**src/rtl/pll_lock_sequencer.sv**
```systemverilog
// PLL reset/lock sequencer for ECP5 EHXPLLL: pulses PLL RST, qualifies LOCK, gates the PLL-domain reset.
// Optional WAIT_LOCK timeout/retry is built only when PLL_LOCK_RETRY_EN is defined.
`timescale 1ns/1ps

module pll_lock_sequencer #(
  parameter int RST_CYCLES     = 16,
  parameter int LOCK_CYCLES    = 1024,
  parameter int TIMEOUT_CYCLES = 65536,
  parameter int CNT_W          = 17
) (
  input  logic       clk,
  input  logic       rst,
  input  logic       lock_in,
  output logic       pll_rst,
  output logic       rst_out,
  output logic       ready,
  output logic [7:0] retry_count,
  output logic [7:0] loss_count
);

  typedef enum logic [1:0] {
    ST_PLL_RST   = 2'd0,
    ST_WAIT_LOCK = 2'd1,
    ST_STABLE    = 2'd2,
    ST_RUN       = 2'd3
  } state_t;

  localparam logic [CNT_W-1:0] RST_LAST  = CNT_W'(RST_CYCLES - 1);
  localparam logic [CNT_W-1:0] LOCK_LAST = CNT_W'(LOCK_CYCLES - 1);

  // Reject configurations whose terminal counts do not fit the shared counter.
  if (RST_CYCLES < 1 || LOCK_CYCLES < 1 || TIMEOUT_CYCLES < 2 ||
      ((RST_CYCLES - 1) >> CNT_W) != 0 ||
      ((LOCK_CYCLES - 1) >> CNT_W) != 0 ||
      ((TIMEOUT_CYCLES - 1) >> CNT_W) != 0) begin : g_param_check
    $error("pll_lock_sequencer: invalid cycle parameters for CNT_W");
  end

  state_t           state_q, state_d;
  logic [CNT_W-1:0] cnt_q, cnt_d;
  logic [1:0]       sync_q, sync_d;
  logic [7:0]       loss_q, loss_d;
  logic             lock_s;

  // Two-flop synchronizer; only the second stage is seen by the FSM.
  always_comb begin
    sync_d = {sync_q[0], lock_in};
  end

  assign lock_s = sync_q[1];

`ifdef PLL_LOCK_RETRY_EN
  localparam logic [CNT_W-1:0] TIMEOUT_LAST = CNT_W'(TIMEOUT_CYCLES - 1);

  logic [7:0] retry_q, retry_d;
`endif

  always_comb begin
    state_d = state_q;
    loss_d  = loss_q;
`ifdef PLL_LOCK_RETRY_EN
    retry_d = retry_q;
`endif
    case (state_q)
      ST_PLL_RST: begin
        if (cnt_q == RST_LAST) begin
          state_d = ST_WAIT_LOCK;
        end
      end
      ST_WAIT_LOCK: begin
        if (lock_s) begin
          state_d = ST_STABLE;
        end
`ifdef PLL_LOCK_RETRY_EN
        else if (cnt_q == TIMEOUT_LAST) begin
          state_d = ST_PLL_RST;
          if (retry_q != 8'hFF) begin
            retry_d = retry_q + 8'd1;
          end
        end
`endif
      end
      ST_STABLE: begin
        // A dropout during qualification is a glitch: restart without counting a loss.
        if (!lock_s) begin
          state_d = ST_WAIT_LOCK;
        end else if (cnt_q == LOCK_LAST) begin
          state_d = ST_RUN;
        end
      end
      ST_RUN: begin
        if (!lock_s) begin
          state_d = ST_WAIT_LOCK;
          if (loss_q != 8'hFF) begin
            loss_d = loss_q + 8'd1;
          end
        end
      end
      default: begin
        state_d = ST_PLL_RST;
      end
    endcase
  end

  // Shared dwell counter; it saturates so long waits in WAIT_LOCK or RUN never wrap.
  always_comb begin
    cnt_d = cnt_q;
    if (state_d != state_q) begin
      cnt_d = '0;
    end else if (cnt_q != {CNT_W{1'b1}}) begin
      cnt_d = cnt_q + CNT_W'(1);
    end
  end

  always_ff @(posedge clk) begin
    if (rst) begin
      state_q <= ST_PLL_RST;
      cnt_q   <= '0;
      sync_q  <= '0;
      loss_q  <= '0;
    end else begin
      state_q <= state_d;
      cnt_q   <= cnt_d;
      sync_q  <= sync_d;
      loss_q  <= loss_d;
    end
  end

`ifdef PLL_LOCK_RETRY_EN
  always_ff @(posedge clk) begin
    if (rst) begin
      retry_q <= '0;
    end else begin
      retry_q <= retry_d;
    end
  end

  assign retry_count = retry_q;
`else
  assign retry_count = 8'd0;
`endif

  assign pll_rst    = (state_q == ST_PLL_RST);
  assign rst_out    = (state_q != ST_RUN);
  assign ready      = (state_q == ST_RUN);
  assign loss_count = loss_q;

endmodule

```
**config.mk**
```make
export PLATFORM = sky130hd
export DESIGN_NAME = pll_lock_sequencer
export DESIGN_NICKNAME = d
export VERILOG_FILES = /design/src/rtl/pll_lock_sequencer.sv
export SDC_FILE = /design/constraint.sdc
export NUM_CORES = 1
export LEC_CHECK = 0
export BUFFER_PORTS_ARGS = -buffer_cell sky130_fd_sc_hd__clkbuf_2
export CAP_MARGIN = 20
export CELL_PAD_IN_SITES_DETAIL_PLACEMENT = 0
export CELL_PAD_IN_SITES_GLOBAL_PLACEMENT = 1
export CORE_UTILIZATION = 38
export DETAILED_ROUTE_END_ITERATION = 6
export GPL_ROUTABILITY_DRIVEN = 0
export HOLD_SLACK_MARGIN = 0.02
export PLACE_DENSITY_LB_ADDON = 0.1
export SLEW_MARGIN = 20
export SYNTH_ARGS = -nofsm -noshare
export SYNTH_HDL_FRONTEND = slang
export SYNTH_SLANG_ARGS = --single-unit
```
**constraint.sdc**
```tcl
create_clock -name clk -period 2.1 [get_ports clk]
set_input_delay 0.42 -clock clk [delete_from_list [all_inputs] [get_ports clk]]
set_output_delay 0.42 -clock clk [all_outputs]
set_load 0.05 [all_outputs]
```
# [Word level (Yosys, flattened, before mapping)]
# Index checks and enable logic that the tools add are counted.
[totals] reg_bits=29 input_bits=3 out_inout_bits=19 word_cells=25
[op_classes] add_sub_neg=2 n_eq_ne=9 n_mux=6 bitwise_logic=1 n_reduce_logical=3
[op_table] operator="$add A17 B1 Y17 const B" n=1
[op_table] operator="$eq A17 B10 Y1 const B" n=1
[op_table] operator="$eq A17 B4 Y1 const B" n=1
[op_table] operator="$ne A17 B17 Y1 const B" n=1
[op_table] operator="$mux W2" n=5
[op_table] operator="$add A8 B1 Y8 const B" n=1
[op_table] operator="$ne A8 B8 Y1 const B" n=1
[op_table] operator="$pmux W2 S4" n=1
[op_table] operator="$eq A2 B2 Y1 const B" n=2
[op_table] operator="$reduce_and A3 Y1" n=1
[op_table] operator="$eq A2 B1 Y1 const B" n=1
[op_table] operator="$logic_not A2 Y1" n=1
[op_table] operator="$ne A2 B2 Y1" n=1
[op_table] operator="$ne A2 B2 Y1 const B" n=1
[op_table] operator="$reduce_or A2 Y1" n=1
[op_table] operator="$not A1 Y1" n=1

# [Logic depth before layout (Yosys ltp)]
# Gate-level depths: netlist (run 1).
[logic_depth] depth_word=6 ltp_mapped=11 mapped_depth_nobuf=9

# [Worst setup path after synthesis (run 1)]
# OpenSTA, ideal clock, no wires.
[synth_path] path_type="register -> register" startpoint="register state_q[1]" endpoint="register cnt_q[0]" setup_ps=132 arrival_ps=2067 required_ps=1968 slack_ps=-99 path_stages_with_launch=7 path_buffers=2 synth_period_minus_slack_ps=2199 cell_sequence="dfxtp_1 > buf_6 > nor2_1 > nand3_1 > a211oi_4 > buf_4 > nor3_1"
[synth_via] elab_cells_between_ends=12 cone_classes="eq/ne: 4; mux: 6; reduce/logical: 2"
[synth_rtl] element="start, declared" line_no="39" rtl="state_t state_q, state_d;"
[synth_rtl] element="start signal, assigned" line_no="122" rtl="state_q <= state_d;"
[synth_rtl] element="$logic_not A2 Y1"
[synth_rtl] element="via pll_rst" line_no="14" rtl="output logic pll_rst,"
[synth_rtl] element="$pmux W2 S4" line_no="64" rtl="case (state_q)"
[synth_rtl] element="$ne A2 B2 Y1" line_no="108" rtl="if (state_d != state_q) begin"
[synth_rtl] element="$reduce_or A2 Y1 (no source line)"
[synth_rtl] element="end signal, assigned" line_no="123" rtl="cnt_q <= cnt_d;"
[synth_rtl] element="end, declared" line_no="40" rtl="logic [CNT_W-1:0] cnt_q, cnt_d;"
# The timed path passes the listed nets, and every way through them passes these cells.
# A chain may end at the register's enable or synchronous reset.

# [Final worst setup path (run 1)]
[layout_path] startpoint="register cnt_q[1]" endpoint="register cnt_q[11]"
[layout_via] elab_chain_cells=6 elab_cells_between_ends=10 cone_classes="add/sub: 1; eq/ne: 4; mux: 4; reduce/logical: 1"
[layout_lines] element="$eq A17 B10 Y1" line_no="87" rtl="end else if (cnt_q == LOCK_LAST) begin"
[layout_lines] element="$mux W2" line_no="87"
[layout_lines] element="$mux W2" line_no="85" rtl="if (!lock_s) begin"
[layout_lines] element="$pmux W2 S4" line_no="64"
[layout_lines] element="$ne A2 B2 Y1" line_no="108"
[layout_lines] element="$reduce_or A2 Y1 (no source line)"
# Parallel ways exist; a longest one is shown, timed or not.

==> flow_summary_export.csv, run 1 <==
group,metric,value,unit
critical_path,cp-end-kind,"flop",
critical_path,rr_endpoint,"cnt_q[11]",
floorplan,start_util,40.8,%
run_status,status,"complete, no violations",
synth,yosysWarningCount,0,
cts,numClockSinks,29,
route,vias,1292,
cts,cts_tree,"built",
route,postRouteAntennaNets,0,
finish,multiInputGateArea,878,µm²
cts,path_clk_slew,60,ps
finish,final_area,1870,µm²
placed_design,hpwl,2280,µm
power_and_ir_drop,power-per-cell-area,611,nW/µm²
synth,syn_area_per_cell,9.10,µm²
timing,fin_crit,2070,ps
finish,antenna_cells,0,
floorplan,io_pins,22,
timing,fmax,0.484,GHz
synth,synth_top_flop_cell,"dfxtp_1",
synth,seq_area_frac_synth,37.8,%
critical_path,cp.arrival,2260,ps
finish,nets,207,
route,drt_wl_total,3180,µm
critical_path,r2r.worst_path.cells,9,
global_routing,use_met1,23.9,%
timing,final-setup-viol-count,0,
timing,skew,2.20,ps
route,dr.pass1.iters,6,
global_routing,met3_usage,4.17,%
synth,synth_edf_count,0,
global_routing,grt_max_degree,18,
critical_path,slowest_delay,400,ps
finish,fillCellCount,351,
critical_path,path_cells,"ha_4, and3_4, nand2_2, nor4_2, ha_2, and4b_2, nand4_4, or3_1, a211oi_2",
finish,area_growth,21.7,%
power_and_ir_drop,ir_worst_vdd,0.286,mV
cts,ctsLongestPathBuffers,2,
floorplan,num_rows,22,
timing,finalCritPeriodShare,98.4,%
power_and_ir_drop,power_leakage,0.728,nW
global_routing,grt.met2_usage,24.4,%
cts,clk_latency,280,ps
synth,synth.distinct_cells,41,
placed_design,dpl_cell_area,1730,µm²
synth,ys_seq_elements,29,
timing,timing.hold.ws,356,ps
placed_design,io_buffer_count,13,
synth,async_flop_share,0,%
cts,cts_buffers,5,
critical_path,cp-start-kind,"flop",
synth,synth_top_area_share,37.8,%
route,initialDrtViolationCount,75,
finish,fin_util,49.6,%
floorplan,die_height,65.6,µm
floorplan,core,3770,µm²
power_and_ir_drop,p_total,1.14,mW
global_routing,grt_pass1_vias,1174,
route,wl_per_cell,12.7,µm
timing,rsz0062_at_grt,"true",
worst_hold_path,hold_path_class,"in2reg",
synth,synth_area,1540,µm²
finish,ff_latch_area,583,µm²
critical_path,startpoint,"cnt_q[1]",
critical_path,r2r-start,"cnt_q[1]",
timing,hold_viol_final,0,
critical_path,cp_max_fo,6,
synth,syn_inst,169,
global_routing,grt_use_total,17.1,%
cts,clock-root-buffer,"clkbuf_8",
global_routing,grt_overflow,0,
timing,slew_violations,0,
critical_path,critPathKind,"reg2reg",
route,drc,0,
global_routing,antenna_found_initial,0,
critical_path,crit_end,"cnt_q[11]",
run,maxCapViolations,0,
critical_path,r2r_slack,30,ps
route,vias_per_cell,5.17,
global_routing,grt_pass1_wl,5580,µm
critical_path,cp_slowest_cell,"or3_1",
floorplan,fp.dieW,65.6,µm
synth,synth_top_area_cell,"dfxtp_1",
critical_path,required,2300,ps
finish,drive_gt1_share,31.2,%
global_routing,grt-busiest-layer,"met2",
cts,h-tree-depth,2,
floorplan,dieArea,4310,µm²
synth,synthTopCellsByArea,"dfxtp_1 (38%), nor3_1 (5.5%), xnor2_1 (5.1%), buf_4 (4.9%), xor2_1 (4.0%)",
==> layer usage <==
layer	share of wire (%)	up-vias
met4	1.4	0
met3	4.7	7
met2	44	26
met5	0	-
met1	50	606
li1	-	653
==> how the worst min path moves through the flow <==
stage	end	slack [ps]	cells after the start	start
floorplan	sync_q[1]	410	1	sync_q[0]
global placement	sync_q[1]	430	1	sync_q[0]
detailed placement	sync_q[1]	430	1	sync_q[0]
CTS	sync_q[0]	350	2	lock_in
global route	sync_q[0]	380	2	lock_in
finish	sync_q[0]	360	2	lock_in
==> cell usage in the layout, fill, tap and decap left out, types with 4 or more instances in the layout <==
cell type  count
dfxtp_1       27
buf_4         22
nor3_1        17
clkbuf_2      13
nand2_1       10
xnor2_1        9
nor2_1         8
conb_1         8
xor2_1         7
clkbuf_8       7
inv_1          5
nand3_1        5
nand4_1        4
nor4_1         4
or3_1          4
==> kinds of logic after synthesis <==
kind of cell | count (synthesis) | share of synthesized area [%]
adder cells (fa/ha/maj) | 4 | 3.09
AND/OR/NAND/NOR | 74 | 28.2
flip-flops | 29 | 37.8
buffers and inverters | 22 | 9.76
AO/OA/AOI/OAI | 20 | 9.93
multiplexers | 3 | 1.95
other | 1 | 0.244
XOR/XNOR | 16 | 9.11
==> critical path, delay by kind of cell, from the launching register on <==
family / cells / cell delay [ps]
fa+ha+maj: 2 / 350
compound gates: 1 / 190
simple gates: 6 / 1110
flops: 1 / 340
==> through the flow <==
step	TNS, ps	setup WS, ps	instances
3_3_place_gp	0	84.8	239
3_5_place_dp	0	2.67	239
6_report	0	34.4	250
4_1_cts	0	3.52	247
5_1_grt	-268	-66.9	250
2_1_floorplan	0	4.27	176
==> Yosys cell counts, drive strengths merged, types with 2 or more instances <==
| cell type | number |
|---|---|
| buf | 14 |
| clkbuf | 3 |
| a21oi | 3 |
| and3 | 4 |
| o21ai | 4 |
| nor3 | 17 |
| nand4 | 5 |
| xnor2 | 9 |
| nand3 | 6 |
| nor4 | 5 |
| xor2 | 7 |
| nor2b | 2 |
| ha | 3 |
| dfxtp | 29 |
| mux2i | 3 |
| nand4b | 3 |
| a211oi | 6 |
| or3 | 4 |
| and4b | 2 |
| or2 | 2 |
| nor2 | 10 |
| inv | 5 |
| nand2 | 11 |
==> power breakdown <==
part / internal, mW / switching (mW)
registers: 0.558 / 0.00605
logic: 0.0194 / 0.0519
clock network: 0.296 / 0.212
total: 0.873 / 0.270
==> sequential cells by signal (all words and copies together) (netlist names) <==
signal	flops
state_q	2
cnt_q	17
loss_count	8
sync_q	2
==> area by class of cell <==
type / count / area share (%)
timing repair buffer: 35 / 12.3
clock buffer: 7 / 5.15
multi-input combinational: 125 / 46.9
inverter: 5 / 1.00
clock inverter: 1 / 0.267
sequential: 29 / 31.1
tap: 48 / 3.21
==> timing repair <==
action                                  in CTS  in global routing
endpoints found under the hold margin        0                  0
pin swaps                                    0                  3
buffers inserted                             0                  3
hold buffers                                 0                  0
endpoints found under the setup margin       1                  7
gates cloned                                 0                  0
gates resized for setup                      2                  2
Power figures use the tool's default switching activity.
==> run 2, diff against run 1 <==
Settings changed: MAX_ROUTING_LAYER from default to met4, PLACE_DENSITY from default to 0.76, PLACE_DENSITY_LB_ADDON 0.1 to default.
==> run 2 against run 1 <==
- maximum frequency shrank 0.48%
- critical path depth unchanged
- cell area is 3.1% higher
- largest power group is now the clock network
==> flow_summary_export.csv, run 2 (synthesized netlist as in run 1, its figures left out) <==
group,metric,value,unit
cts,clk_latency,280,ps
route,vias,1302,
power_and_ir_drop,power.switching,0.272,mW
cts,clock-root-buffer,"clkbuf_8",
finish,layout.cells.non_filler,247,
floorplan,start_util,40.8,%
route,vias_per_cell,5.27,
route,drt_wl_total,3210,µm
floorplan,num_rows,22,
placed_design,placed_cells,234,
worst_hold_path,min_delay_worst_endpoint,"sync_q[0]",
finish,fin_util,51.2,%
route,wl_per_cell,13.0,µm
power_and_ir_drop,power_leakage,0.742,nW
power_and_ir_drop,intPower,1.04,mW
cts,numClockSinks,29,
timing,fin_crit,2080,ps
power_and_ir_drop,p_clk_share,52.1,%
timing,final-setup-viol-count,0,
critical_path,cp-start-kind,"flop",
run_status,status,"complete, no violations",
cts,cts_buffers,5,
critical_path,cp_max_fo,6,
timing,timing.hold.ws,348,ps
finish,fillCellCount,345,
power_and_ir_drop,p_total,1.32,mW
finish,drive_gt1_share,35.2,%
floorplan,dieArea,4310,µm²
finish,antenna_cells,0,
global_routing,met3_usage,6.60,%
placed_design,hpwl,2220,µm
floorplan,core,3770,µm²
worst_hold_path,min_from,"lock_in",
timing,maxSlewHeadroom,45.9,%
route,initialDrtViolationCount,52,
timing,rsz0062_at_grt,"true",
critical_path,r2r.worst_path.cells,9,
worst_hold_path,holdPathStages,2,
power_and_ir_drop,swShare,20.6,%
global_routing,use_met1,20.6,%
placed_design,io_buffer_count,13,
global_routing,grt_use_total,17.1,%
finish,ff_latch_area,588,µm²
run,maxCapViolations,0,
finish,area_growth,25.5,%
cts,path_clk_slew,60,ps
finish,largest_register_ffs,17,
cts,h-tree-depth,2,
floorplan,die_height,65.6,µm
cts,cts_hold_buffers,0,
finish,multiInputGateArea,918,µm²
global_routing,antenna_found_initial,0,
finish,final_common_cell,"dfxtp_1",
route,postRouteAntennaNets,0,
timing,hold_viol_final,0,
critical_path,r2r-start,"cnt_q[1]",
power_and_ir_drop,p_seq_share,42.9,%
finish,nets,204,
power_and_ir_drop,comb_power_share,5.0,%
floorplan,fp.dieW,65.6,µm
cts,cts_tree,"built",
cts,ctsLongestPathBuffers,2,
global_routing,grt.met2_usage,25.8,%
route,drc,0,
critical_path,rr_endpoint,"cnt_q[13]",
worst_hold_path,hold_path_class,"in2reg",
finish,top_register,"cnt_q",
timing,slew_violations,0,
critical_path,cp-end-kind,"flop",
critical_path,required,2290,ps
timing,fmax,0.482,GHz
floorplan,io_pins,22,
global_routing,grt_pass1_vias,1221,
power_and_ir_drop,power-per-cell-area,682,nW/µm²
critical_path,critPathKind,"reg2reg",
critical_path,r2r_slack,20,ps
timing,worstMarginPinSlew,811,ps
global_routing,grt_max_degree,18,
critical_path,cp.arrival,2270,ps
timing,skew,6.26,ps
global_routing,grt_pass1_wl,5350,µm
route,dr.pass1.iters,5,
timing,finalCritPeriodShare,98.8,%
global_routing,grt-busiest-layer,"met2",
power_and_ir_drop,ir_worst_vdd,0.432,mV
global_routing,grt_overflow,0,
finish,final_cell_mix,"dfxtp_1 (23), buf_4 (18), nor3_1 (16)",
==> run 2: worst max path at each step <==
stage	slack, ps	end	depth (start not counted)	start
floorplan	4	cnt_q[11]	11	cnt_q[0]
global placement	40	cnt_q[9]	10	cnt_q[1]
detailed placement	-20	cnt_q[7]	10	cnt_q[1]
CTS	-10	cnt_q[11]	9	cnt_q[1]
global route	-70	cnt_q[13]	9	cnt_q[1]
finish	20	cnt_q[13]	9	cnt_q[1]
==> run 2: power by group through the flow <==
stage / Clock (mW) / Sequential, mW / Combinational, mW
after floorplan: 0 / 0.576 / 0.0648
after global placement: 0 / 0.576 / 0.0625
after detailed placement: 0 / 0.577 / 0.0650
after CTS: 0.697 / 0.564 / 0.0661
after global routing: 0.728 / 0.565 / 0.0706
final: 0.686 / 0.564 / 0.0662
==> run 2: timing repair <==
item                                    4_1_cts  5_1_grt
setup buffers                                 2        3
resized for setup                             8        8
endpoints found under the setup margin        4       11
pin swaps                                     4        7
==> run 2: metal layers <==
| layer | vias to the layer above | share of wire (%) |
|---|---|---|
| li1 | 649 | - |
| met1 | 621 | 48 |
| met2 | 24 | 46 |
| met3 | 8 | 3.6 |
| met4 | 0 | 1.9 |
| met5 | - | 0 |
==> run 2: cell type report <==
class / count / area share [%]
flip-flops and latches: 29 / 30.5
repair buffers: 32 / 11.0
multi-input cells: 125 / 47.6
clock inverters: 3 / 3.37
inverters: 5 / 0.972
clock buffers: 5 / 3.56
well taps: 48 / 3.11
==> run 2: metrics by stage <==
step	instance area (µm²)	setup TNS, ps	setup WS, ps
after floorplan	1600	0	4.27
after global placement	1700	0	44.2
after detailed placement	1700	-21.7	-19.1
after CTS	1870	-9.80	-9.80
after global routing	1930	-466	-71.5
final	1930	0	24.5
==> run 2: worst max-delay path: stages (launching register included) <==
cell	delay, ps
dfxtp_2	340
ha_4	160
and3_4	180
nand2_2	80
nor4_4	40
ha_2	200
and4b_2	320
nand4_4	110
or3_1	350
a211oi_2	220
==> run 3, diff against run 2 <==
Settings changed: CORE_ASPECT_RATIO from default to 0.6.
==> run 3 against run 2 <==
- the run now ends with design-rule violations, negative setup slack left
- clock-buffer cell count increased by 2
- clock skew decreased by 2.5 ps
- critical path depth unchanged
- critical endpoint is now cnt_q[11]
- largest power group is now registers
- highest routed layer unchanged
==> flow_summary_export.csv, run 3 (synthesized netlist as in run 1, its figures left out) <==
group,metric,value,unit
global_routing,grt_pass1_vias,1239,
timing,skew,3.79,ps
cts,numClockSinks,29,
critical_path,slowest_delay,380,ps
timing,worstMarginPinSlew,780,ps
cts,path_clk_slew,60,ps
power_and_ir_drop,comb_power_share,6.4,%
critical_path,critPathKind,"reg2reg",
route,initialDrtViolationCount,54,
power_and_ir_drop,power_leakage,0.744,nW
critical_path,required,2300,ps
critical_path,cp_slowest_cell,"and4b_4",
cts,cts_buffers,5,
run_status,status,"finished, violations left",
timing,maxSlewHeadroom,48.0,%
finish,antenna_cells,0,
cts,clk_latency,280,ps
worst_hold_path,hold_path_class,"in2reg",
timing,final-setup-viol-count,1,
timing,slew_violations,0,
run_status,violations,"design-rule violations, negative setup slack",
timing,fin_crit,2150,ps
critical_path,path_cells,"ha_4, and3_4, nand2_4, nor4_4, ha_2, and4b_4, nand4_4, or3_4, a211oi_2",
placed_design,io_buffer_count,13,
route,dr.pass1.iters,6,
finish,area_growth,23.1,%
finish,fillCellCount,357,
power_and_ir_drop,power-per-cell-area,582,nW/µm²
power_and_ir_drop,intPower,0.836,mW
global_routing,grt_overflow,0,
floorplan,die_height,51.3,µm
critical_path,cp_max_fo,6,
global_routing,antenna_found_initial,0,
global_routing,grt_max_degree,18,
cts,h-tree-depth,2,
route,vias_per_cell,5.48,
finish,largest_register_ffs,17,
finish,nets,205,
route,wl_per_cell,14.6,µm
finish,top_register,"cnt_q",
route,postRouteAntennaNets,0,
route,drt_wl_total,3600,µm
timing,hold_viol_final,0,
power_and_ir_drop,p_seq_share,51.2,%
critical_path,cp-end-kind,"flop",
floorplan,dieArea,4310,µm²
power_and_ir_drop,swShare,24.2,%
timing,finalCritPeriodShare,103,%
power_and_ir_drop,power.switching,0.267,mW
placed_design,dpl_cell_area,1700,µm²
placed_design,dp_slack,-128,ps
floorplan,io_pins,22,
critical_path,cp-start-kind,"flop",
finish,drive_gt1_share,31.7,%
floorplan,fp.dieW,84.1,µm
cts,cts_hold_buffers,0,
critical_path,cp.arrival,2360,ps
finish,final_common_cell,"dfxtp_1",
cts,clock-root-buffer,"clkbuf_8",
power_and_ir_drop,p_total,1.10,mW
timing,fmax,0.464,GHz
global_routing,grt_use_total,19.6,%
finish,fin_util,50.3,%
floorplan,core,3760,µm²
route,vias,1347,
placed_design,hpwl,2440,µm
power_and_ir_drop,ir_worst_vdd,0.196,mV
finish,final_cell_mix,"dfxtp_1 (27), buf_4 (19), nor3_1 (17)",
route,drc,4,
floorplan,num_rows,17,
timing,fin_ws,-54.5,ps
floorplan,start_util,40.8,%
power_and_ir_drop,p_clk_share,42.4,%
timing,setup_tns,-54.5,ps
timing,rsz0062_at_grt,"true",
global_routing,grt_pass1_wl,6090,µm
cts,cts_tree,"built",
cts,ctsLongestPathBuffers,2,
finish,final_area,1890,µm²
run,maxCapViolations,0,
run 3: layer usage:
metal / GRT usage (%) / share of wire (%) / up-vias
li1: - / - / 645
met1: 26.3 / 49 / 646
met2: 26.8 / 42 / 45
met3: 5.01 / 5.9 / 11
met4: 10.6 / 3.3 / 0
met5: - / 0 / -
run 3: power by group through the flow:
| stage | sequential (mW) | combinational (mW) | clock (mW) |
|---|---|---|---|
| after CTS | 0.566 | 0.0636 | 0.480 |
| final | 0.565 | 0.0707 | 0.467 |
| after detailed placement | 0.578 | 0.0632 | 0 |
| after global routing | 0.566 | 0.0767 | 0.503 |
| after floorplan | 0.576 | 0.0648 | 0 |
| after global placement | 0.577 | 0.0601 | 0 |
run 3: through the flow:
stage,hold slack (ps),instances
4_1_cts,351,240
5_1_grt,365,246
2_1_floorplan,414,176
3_3_place_gp,436,233
6_report,352,246
3_5_place_dp,459,233
run 3: area by class of cell:
type / count / area, µm² / share of cell area (%)
Tap cell: 47 / 58.8 / 3.11
Clock buffer: 7 / 86.3 / 4.56
Inverter: 5 / 18.8 / 0.991
Multi-Input combinational cell: 125 / 922 / 48.7
Timing Repair Buffer: 33 / 219 / 11.6
Sequential cell: 29 / 588 / 31.1
run 3: critical path, delay by kind of cell (launching register included):
family,cells,cell delay [ps]
fa+ha+maj,2,350
compound gates,1,230
simple gates,6,1140
flops,1,360
run 3: final timing paths:
check	startpoint	to	slack, ps	cells past startpoint
max	cnt_q[0]	cnt_q[11]	-50	9
min	lock_in	sync_q[0]	350	2
max reg2reg	cnt_q[0]	cnt_q[11]	-50	9
min reg2reg	sync_q[0]	sync_q[1]	470	1
run 3: timing repair:
item                       CTS  global route
pin swaps                    3             5
buffers inserted             0             6
resized for setup            3            11
setup endpoints to repair    3            12
